[config.mk]
export PLATFORM = sky130hd
export DESIGN_NAME = byte_serial_add32
export DESIGN_NICKNAME = d
export VERILOG_FILES = /design/src/rtl/byte_serial_add32_pkg.sv /design/src/rtl/byte_serial_add32_cla_8.sv /design/src/rtl/byte_serial_add32.sv
export SDC_FILE = /design/constraint.sdc
export NUM_CORES = 1
export LEC_CHECK = 0
export ABC_AREA = 1
export BUFFER_PORTS_ARGS = -buffer_cell sky130_fd_sc_hd__buf_2
export CAP_MARGIN = 20
export CELL_PAD_IN_SITES_DETAIL_PLACEMENT = 2
export CELL_PAD_IN_SITES_GLOBAL_PLACEMENT = 2
export CORE_MARGIN = 2
export CORE_UTILIZATION = 30
export CTS_CLUSTER_DIAMETER = 120
export DETAILED_ROUTE_END_ITERATION = 10
export PLACE_DENSITY_LB_ADDON = 0.3
export SLEW_MARGIN = 20
export SYNTH_ARGS = -nofsm -noshare
export SYNTH_HDL_FRONTEND = slang
export SYNTH_HIERARCHICAL = 1
export SYNTH_SLANG_ARGS = --single-unit
export TNS_END_PERCENT = 10
[constraint.sdc]
create_clock -name clk -period 3.7 [get_ports clk]
set_input_delay 0.185 -clock clk [delete_from_list [all_inputs] [get_ports clk]]
set_output_delay 0.185 -clock clk [all_outputs]
set_load 0.005 [all_outputs]
[src/rtl/byte_serial_add32_pkg.sv]
// Shared package for the byte-serial adder.
// Holds the byte slice width and the controller state encoding used by
// byte_serial_add32 and its 8-bit carry-lookahead slice adder.
package byte_serial_add32_pkg;

    localparam int SLICE = 8;

    typedef enum logic [1:0] {
        IDLE = 2'd0,
        BUSY = 2'd1,
        DONE = 2'd2
    } state_e;

endpackage

[src/rtl/byte_serial_add32_cla_8.sv]
// 8-bit carry-lookahead adder slice.
// Ports:
//   a, b : slice operands
//   ci   : carry into bit 0
//   sum  : slice sum
//   co   : carry out of bit 7
module byte_serial_add32_cla_8
    import byte_serial_add32_pkg::*;
(
    input  logic [SLICE-1:0] a,
    input  logic [SLICE-1:0] b,
    input  logic             ci,
    output logic [SLICE-1:0] sum,
    output logic             co
);

    logic [SLICE-1:0] g;
    logic [SLICE-1:0] p;
    logic [SLICE:0]   c;
    logic             pp;

    // Each carry is expanded as a flat sum of generate terms qualified by
    // the propagates above them, so no carry depends on a lower carry.
    always_comb begin
        g    = a & b;
        p    = a ^ b;
        c    = '0;
        pp   = 1'b0;
        c[0] = ci;
        for (int i = 1; i <= SLICE; i++) begin
            c[i] = g[i-1];
            pp   = p[i-1];
            for (int j = i - 2; j >= 0; j--) begin
                c[i] = c[i] | (pp & g[j]);
                pp   = pp & p[j];
            end
            c[i] = c[i] | (pp & ci);
        end
        sum = p ^ c[SLICE-1:0];
        co  = c[SLICE];
    end

endmodule

[src/rtl/byte_serial_add32.sv]
// Byte-serial WIDTH-bit adder with valid/ready handshakes on both sides.
// One operand pair is accepted in IDLE, added one byte per cycle through a
// single 8-bit CLA (NBYTES cycles), then held in DONE until outReady.
// Ports:
//   clk, rstN          : clock, synchronous active-low reset
//   inValid / inReady  : operand handshake (inReady only in IDLE)
//   x, y, cIn          : operands and carry-in
//   sub                : subtract request (only with BYTE_SERIAL_ADD32_SUB_EN)
//   outValid / outReady: result handshake
//   s, cOut, ovf       : sum, carry out of MSB, signed overflow
// Build option: define BYTE_SERIAL_ADD32_SUB_EN to add port sub and the
// operand inversion for subtraction; otherwise the block only adds.
module byte_serial_add32
    import byte_serial_add32_pkg::*;
#(
    parameter int WIDTH = 32
) (
    input  logic             clk,
    input  logic             rstN,
    input  logic             inValid,
    output logic             inReady,
    input  logic [WIDTH-1:0] x,
    input  logic [WIDTH-1:0] y,
    input  logic             cIn,
`ifdef BYTE_SERIAL_ADD32_SUB_EN
    input  logic             sub,
`endif
    output logic             outValid,
    input  logic             outReady,
    output logic [WIDTH-1:0] s,
    output logic             cOut,
    output logic             ovf
);

    localparam int NBYTES = WIDTH / SLICE;
    localparam int KW     = (NBYTES > 1) ? $clog2(NBYTES) : 1;
    localparam logic [KW-1:0] K_LAST = KW'(NBYTES - 1);

    state_e           state_q, state_d;
    logic [KW-1:0]    k_q, k_d;
    logic             carry_q, carry_d;
    logic [WIDTH-1:0] x_q, x_d;
    logic [WIDTH-1:0] y_q, y_d;
    logic [WIDTH-1:0] s_q, s_d;
    logic             ovf_q, ovf_d;
    logic             ready_q, ready_d;

    logic             sub_w;
    logic [SLICE-1:0] slice_x;
    logic [SLICE-1:0] slice_y;
    logic [SLICE-1:0] slice_sum;
    logic             slice_co;

`ifdef BYTE_SERIAL_ADD32_SUB_EN
    assign sub_w = sub;
`else
    assign sub_w = 1'b0;
`endif

    // Byte-k operand select feeding the single slice adder.
    always_comb begin
        slice_x = '0;
        slice_y = '0;
        for (int i = 0; i < NBYTES; i++) begin
            if (k_q == KW'(i)) begin
                slice_x = x_q[i*SLICE +: SLICE];
                slice_y = y_q[i*SLICE +: SLICE];
            end
        end
    end

    byte_serial_add32_cla_8 u_cla (
        .a   (slice_x),
        .b   (slice_y),
        .ci  (carry_q),
        .sum (slice_sum),
        .co  (slice_co)
    );

    always_comb begin
        state_d = state_q;
        k_d     = k_q;
        carry_d = carry_q;
        x_d     = x_q;
        y_d     = y_q;
        s_d     = s_q;
        ovf_d   = ovf_q;
        case (state_q)
            IDLE: begin
                if (inValid && ready_q) begin
                    x_d     = x;
                    // Subtraction is x + ~y + 1: invert y and force carry-in.
                    y_d     = sub_w ? ~y : y;
                    carry_d = sub_w ? 1'b1 : cIn;
                    k_d     = '0;
                    state_d = BUSY;
                end
            end
            BUSY: begin
                carry_d = slice_co;
                for (int i = 0; i < NBYTES; i++) begin
                    if (k_q == KW'(i)) begin
                        s_d[i*SLICE +: SLICE] = slice_sum;
                    end
                end
                k_d = k_q + KW'(1);
                if (k_q == K_LAST) begin
                    k_d     = '0;
                    state_d = DONE;
                    // Sum MSB comes straight from the top slice this cycle.
                    ovf_d   = (x_q[WIDTH-1] == y_q[WIDTH-1]) &&
                              (slice_sum[SLICE-1] != x_q[WIDTH-1]);
                end
            end
            DONE: begin
                if (outReady) begin
                    state_d = IDLE;
                end
            end
            default: begin
                state_d = IDLE;
            end
        endcase
        // Registered so inReady stays low for the reset cycle itself.
        ready_d = (state_d == IDLE);
    end

    always_ff @(posedge clk) begin
        if (!rstN) begin
            state_q <= IDLE;
            k_q     <= '0;
            carry_q <= 1'b0;
            x_q     <= '0;
            y_q     <= '0;
            s_q     <= '0;
            ovf_q   <= 1'b0;
            ready_q <= 1'b0;
        end else begin
            state_q <= state_d;
            k_q     <= k_d;
            carry_q <= carry_d;
            x_q     <= x_d;
            y_q     <= y_d;
            s_q     <= s_d;
            ovf_q   <= ovf_d;
            ready_q <= ready_d;
        end
    end

    assign inReady  = ready_q;
    assign outValid = (state_q == DONE);
    assign s        = s_q;
    assign cOut     = carry_q;
    assign ovf      = ovf_q;

endmodule

**Word level (Yosys, flattened, before mapping)**

Index checks and enable logic that the tools add are counted.
Widths: inputs -> output; s select.

- Bits in registers: 103
- Bits of input ports: 69
- Output and inout bits: 36
- Word-level logic and storage cells: 152

- Add/subtract/negate cells: 1
- Equality and inequality tests: 8
- Muxes and demuxes: 17
- Bitwise gates (word level): 103
- Reduce and logical (&&, ||, !) cells: 12

Operators with widths:

| kind | number |
|---|---|
| $and 1x1->1 | 64 |
| $mux 8 | 8 |
| $or 1x1->1 | 36 |
| $xor 8x8->8 | 2 |
| $reduce_and 2->1 | 6 |
| $mux 2 | 5 |
| $and 8x8->8 | 1 |
| $eq 2x2->1 const B | 3 |
| $logic_not 2->1 | 3 |
| $pmux 2 s3 | 1 |
| $eq 2x1->1 const B | 2 |
| $pmux 2 s2 | 1 |
| $add 2x1->2 const B | 1 |
| $logic_and 1x1->1 | 2 |
| $ne 2x2->1 const B | 1 |
| $pmux 1 s2 | 1 |
| $reduce_bool 2->1 | 1 |
| $eq 1x1->1 | 1 |
| $mux 1 | 1 |
| $ne 1x1->1 | 1 |

**Longest topological paths before layout**

- Depth after elaboration: 17
- Mapped depth: 23
- Depth with buffers taken out: 20

**Cells and area by module**

Netlist, hierarchy kept.

Modules (own cells, without submodules):

| module | times used | cells each | area each (um2) | seq. area each (um2) |
|---|---|---|---|---|
| byte_serial_add32 | 1 | 585 | 4355.4 | 2062.0 |
| byte_serial_add32_cla_8 | 1 | 85 | 520.5 | 0.0 |

**Worst setup path before layout**

OpenSTA, ideal clock, no wires.

- Kind: register -> register
- From: reg k_q[0]
- To: reg ovf_q (netlist: ovf)
- Library setup time: 109 ps
- Data arrival time: 2480 ps
- Data required time: 3591 ps
- Path slack: 1111 ps
- Cell stages (with the launch flop): 23
- Buffers on the path: 3
- Clock period less this slack: 2589 ps
- Cells stage by stage: dfxtp_1 > inv_1 > ha_1 > buf_2 > inv_2 > buf_2 > o21ai_0 > a21o_1 > nand2_1 > ha_1 > buf_6 > nand2_1 > inv_2 > a21oi_1 > nand2_1 > inv_2 > nand4_1 > nand2_1 > nor2_1 > nand2_1 > nand3_1 > nand2_1 > inv_1

- Word-level cells in the longest chain between the ends: 17
- Elaborated cells on any way between the ends: 38
- Classes of those cells: eq/ne (4); mux (8); bitwise (23); reduce/logical (3)

RTL lines:

| what | RTL line | source |
|---|---|---|
| from (decl) | byte_serial_add32.sv:40 | `logic [KW-1:0] k_q, k_d;` |
| from (signal assigned) | byte_serial_add32.sv:140 | `k_q <= k_d;` |
| $logic_not 2->1 | byte_serial_add32.sv:65 | `if (k_q == KW'(i)) begin` |
| $mux 8 (3 in a row) | byte_serial_add32.sv:65 |  |
| $mux 8 (*) | byte_serial_add32.sv:65 |  |
| net slice_x[5] | byte_serial_add32.sv:49 | `logic [SLICE-1:0] slice_x;` |
| $and 8x8->8 / $xor 8x8->8 (equally long branches) | byte_serial_add32_cla_8.sv:25, byte_serial_add32_cla_8.sv:26 |  |
| $and 1x1->1 (on tied branches) | byte_serial_add32_cla_8.sv:34, byte_serial_add32_cla_8.sv:35 |  |
| $or 1x1->1 (tied with other cells) (5 in a row) | byte_serial_add32_cla_8.sv:34 | `c[i] = c[i] \| (pp & g[j]);` |
| $or 1x1->1 / $and 1x1->1 (equally long branches) | byte_serial_add32_cla_8.sv:34, byte_serial_add32_cla_8.sv:37 |  |
| $or 1x1->1 (*) | byte_serial_add32_cla_8.sv:37 | `c[i] = c[i] \| (pp & ci);` |
| $xor 8x8->8 (*) | byte_serial_add32_cla_8.sv:39 | `sum = p ^ c[SLICE-1:0];` |
| net slice_sum[7] | byte_serial_add32.sv:51 | `logic [SLICE-1:0] slice_sum;` |
| $ne 1x1->1 (*) | byte_serial_add32.sv:112 | `(slice_sum[SLICE-1] != x_q[WIDTH-1]);` |
| $logic_and 1x1->1 (*) | byte_serial_add32.sv:111 | `ovf_d = (x_q[WIDTH-1] == y_q[WIDTH-1]) &&` |
| to (signal assigned) | byte_serial_add32.sv:145 | `ovf_q <= ovf_d;` |
| to (decl) | byte_serial_add32.sv:45 | `logic ovf_q, ovf_d;` |

The timed path passes the listed nets; every way through them passes the cells marked *.
A chain may end at the register's enable or synchronous reset.

**Worst setup path after layout**

- From: reg k_q[1]
- To: reg ovf_q (netlist: ovf)

- Word-level cells in the longest chain between the ends: 17
- Elaborated cells on any way between the ends: 38
- Classes of those cells: eq/ne (4); mux (8); bitwise (23); reduce/logical (3)

RTL lines:

| what | RTL line | source |
|---|---|---|
| $logic_not 2->1 | byte_serial_add32.sv:65 |  |
| $mux 8 (3 in a row) | byte_serial_add32.sv:65 |  |
| $mux 8 (*) | byte_serial_add32.sv:65 |  |
| net slice_y[5] | byte_serial_add32.sv:50 | `logic [SLICE-1:0] slice_y;` |
| $and 8x8->8 / $xor 8x8->8 (equally long branches) | byte_serial_add32_cla_8.sv:25, byte_serial_add32_cla_8.sv:26 |  |
| $and 1x1->1 (on tied branches) | byte_serial_add32_cla_8.sv:34, byte_serial_add32_cla_8.sv:35 |  |
| $or 1x1->1 (tied with other cells) (5 in a row) | byte_serial_add32_cla_8.sv:34 |  |
| $or 1x1->1 / $and 1x1->1 (equally long branches) | byte_serial_add32_cla_8.sv:34, byte_serial_add32_cla_8.sv:37 |  |
| $or 1x1->1 (*) | byte_serial_add32_cla_8.sv:37 |  |
| $xor 8x8->8 (*) | byte_serial_add32_cla_8.sv:39 |  |
| net slice_sum[7] | byte_serial_add32.sv:51 |  |
| $ne 1x1->1 (*) | byte_serial_add32.sv:112 |  |
| $logic_and 1x1->1 (*) | byte_serial_add32.sv:111 |  |

Marked as above.

==> results by group <==
Placed design
  – I/O Buffers: about 100
  – Placer Congestion: between 0.8 and 0.9
  – Detailed placer's ending HPWL: approximately 12000 um

STA
  – RSZ-0062 raised after global routing: false
  – Setup_tns: 0 ns
  – Count of final setup violators: 0
  – Final worst path period need: between 3 and 4 ns
  – Measured slew at the worst slew-check pin: ~0.89 ns
  – Relative slew margins: 0.410
  – Ratio of final minimum period to clock period: 0.876
  – Clk_skew: between 0.008 and 0.009 ns
  – Max Freq: approximately 0.3 GHz
  – Hold Fails Final Rpt: 0
  – Slew Viols, Final: 0

Synth
  – Mapped Avg Cell Area: between 7 and 8 um^2
  – Netlist cell types: 33
  – Seq/Total Area, Yosys: 0.423
  – Syn nets: between 700 and 800
  – Top cells by area, synth: dfxtp_1 42%, nor2_1 16%, o21ai_0 8.4%
  – Synth area leader: dfxtp_1
  – Cells after Synth: 670
  – Async set or reset register ratio after synthesis: 0
  – Ys flop type: dfxtp_1
  – Syn Std Cell Area: between 4000 and 5000 um^2
  – Number of synthesized register bits: roughly 100
  – Yosys top cell area share: 0.423
  – Post-synth EDFFs: 0
  – Syn. warnings: 6

Worst setup path
  – Worst R2R Setup Slack: about 0.46 ns
  – Critical path type: reg2reg
  – Arrival @ worst endpoint: about 3.5 ns
  – Crit path max fanout: 17
  – Type of origin of the critical path: flip-flop
  – R2r endpoint: ovf$_SDFFE_PN0P_
  – Reg2reg start: k_q[1]$_SDFFE_PN0P_
  – Worst R2R Path Depth: 19
  – Worst EP required: 3.95 ns
  – Nature of the critical path endpoint: flip-flop

Worst hold path
  – HP Class: in2reg
  – Hold Crit Depth: 3
  – Min-delay src: x[18]
  – Min-Delay Endpoint: x_q[18]$_SDFFE_PN0P_

Detailed routing
  – Drc violations: 0
  – Via density: 4.87
  – DR WL/cell: around 17 um
  – DRT antenna net count: 0
  – Vias: 4722
  – DR iter-0 viols: roughly 230
  – DRT Wirelength: between 15000 and 20000 um
  – 1st-pass router iterations: 4

Final layout
  – Nets: roughly 830
  – Fill count: ~2000
  – Diodes inserted: 0
  – Syn-to-layout area delta: 17.5%
  – Area of the multi-input gates: ~2400 um^2
  – Share of cells above drive strength 1: 0.210
  – Sequential Area: between 2000 and 2500 um^2

Global routing
  – Antenna violations before repair: 0
  – Total GRT Usage: 0.196
  – Vias in the first global route: 5169
  – Largest net degree at the start of global routing: 65
  – GRT Residual Overflow: 0
  – First-pass GRT wire length: roughly 27000 um

CTS
  – CTS Hold Bufs: 0
  – Clk_lat worst skew: ~0.36 ns
  – CTS tree: built
  – H-tree level count: 3
  – Num CTS Buffers: 9
  – Clock Pin Slew Worst Setup and Hold Paths: around 0.07 ns
  – Clock Path Buffers: 2
  – CTS sink count: 103
  – Clk root buf: clkbuf_16

Pwr
  – Worst vdd ir: 216 uV
  – Power, Total: ~2700 uW
  – Power Density: about 470 nW/um^2
  – Leak Pwr: ~0.0027 uW

Status
  – Status: finished, final reports clean

Flow run
  – Max cap viols: 0

Die
  – I/O pins: 105
  – Starting density of the core: 0.307
  – Die width: roughly 130 um
  – Rows: 46
  – Die ar.: 17300 um^2
  – Core area: ~16000 um^2
  – Die H: roughly 130 um
where the power goes:
group          internal, uW  switching [uW]
clock                   592             432
sequential             1180            52.7
combinational           154             287
sequential cells by signal (all words and copies together), names as in the netlist:
| name | count |
|---|---|
| state_q | 2 |
| x_q | 32 |
| inReady | 1 |
| y_q | 32 |
| k_q | 2 |
| cOut | 1 |
| ovf | 1 |
| s | 32 |
routing by layer:
| metal | up-vias | part of all wire | track usage |
|---|---|---|---|
| met5 | - | 0 | 0 |
| met4 | 0 | 0.014 | 0.0580 |
| met2 | 71 | 0.49 | 0.346 |
| met3 | 13 | 0.027 | 0.0285 |
| met1 | 2319 | 0.47 | 0.247 |
| li1 | 2319 | - | - |
synthesized netlist by cell type (2+ instances only):
cell type and count:
nor2_1 205, dfxtp_1 103, o21ai_0 82, nand2_1 68, nand3_1 30, o21ai_1 26
a21oi_1 23, inv_1 21, a21o_1 14, ha_1 13, clkbuf_1 11, inv_2 10
buf_2 9, buf_4 9, o21ai_2 6, nor2_4 5, buf_12 4, nand3_2 4
nand4_1 4, xor2_1 4, buf_6 3, nand2_2 3, clkbuf_2 2, nand2_4 2
cells in the final DEF (no fill, tap or decap), types with 5 or more instances in the layout:
master     count
inv_2         10
nand2_1       68
a21oi_1       23
ha_1          12
a21o_1        14
o21ai_1       26
inv_1         21
o21ai_2        6
o21ai_0       82
clkbuf_16      9
nand3_1       30
buf_2        104
dfxtp_1      103
nor2_4         5
nor2_1       205
worst max path at each step:
stage / startpoint / to / slack [ns] / cells after the start
final: k_q[1]$_SDFFE_PN0P_ / ovf$_SDFFE_PN0P_ / 0.46 / 19
after global routing: k_q[1]$_SDFFE_PN0P_ / ovf$_SDFFE_PN0P_ / 0.20 / 19
after CTS: k_q[1]$_SDFFE_PN0P_ / ovf$_SDFFE_PN0P_ / 0.26 / 19
after detailed placement: k_q[1]$_SDFFE_PN0P_ / ovf$_SDFFE_PN0P_ / 0.27 / 19
after global placement: k_q[1]$_SDFFE_PN0P_ / ovf$_SDFFE_PN0P_ / 0.45 / 19
after floorplan: k_q[0]$_SDFFE_PN0P_ / ovf$_SDFFE_PN0P_ / 1.11 / 22
per-stage QoR:
stage	setup WS, ns	util	hold slack (ns)	std cells	cell area, um^2
4_1_cts	0.260	0.361	0.0598	970	5730
3_5_place_dp	0.271	0.341	0.438	955	5420
2_1_floorplan	1.11	-	0.319	670	4880
3_3_place_gp	0.446	0.341	0.421	955	5420
6_report	0.460	0.361	0.0677	970	5730
5_1_grt	0.198	0.361	0.0798	970	5730
repair_timing:
action                     in CTS  in global routing
setup buffers                   0                  0
gates resized for setup         0                  1
setup endpoints to repair       0                  1
final cells by class:
cell class | instances | share of cell area
clock inverters | 5 | 0.0144
inverters | 32 | 0.0214
clock buffers | 10 | 0.0400
flip-flops and latches | 103 | 0.360
multi-input cells | 496 | 0.421
repair buffers | 108 | 0.0961
well taps | 216 | 0.0472
cell families after synthesis:
family	Yosys count	share of synthesized area
AO/OA/AOI/OAI	152	0.169
XOR/XNOR	4	0.00718
AND/OR/NAND/NOR	326	0.281
adder cells (fa/ha/maj)	14	0.0375
buffers and inverters	71	0.0829
flip-flops	103	0.423
worst max-delay path: stages (launching register included):
cell and delay [ns]:
dfxtp_1 0.40, inv_1 0.09, ha_2 0.30, inv_2 0.31
nand3_1 0.12, a21o_1 0.21, nand2_1 0.10, ha_1 0.35
nand2_1 0.13, inv_2 0.07, a21oi_1 0.20, nand2_1 0.09
inv_2 0.07, nand3_2 0.06, nand2_1 0.07, nand2_1 0.15
nand3_1 0.13, nand3_1 0.14, nand2_1 0.11, inv_1 0.04
Note: power is estimated with default switching activity, not from simulation.
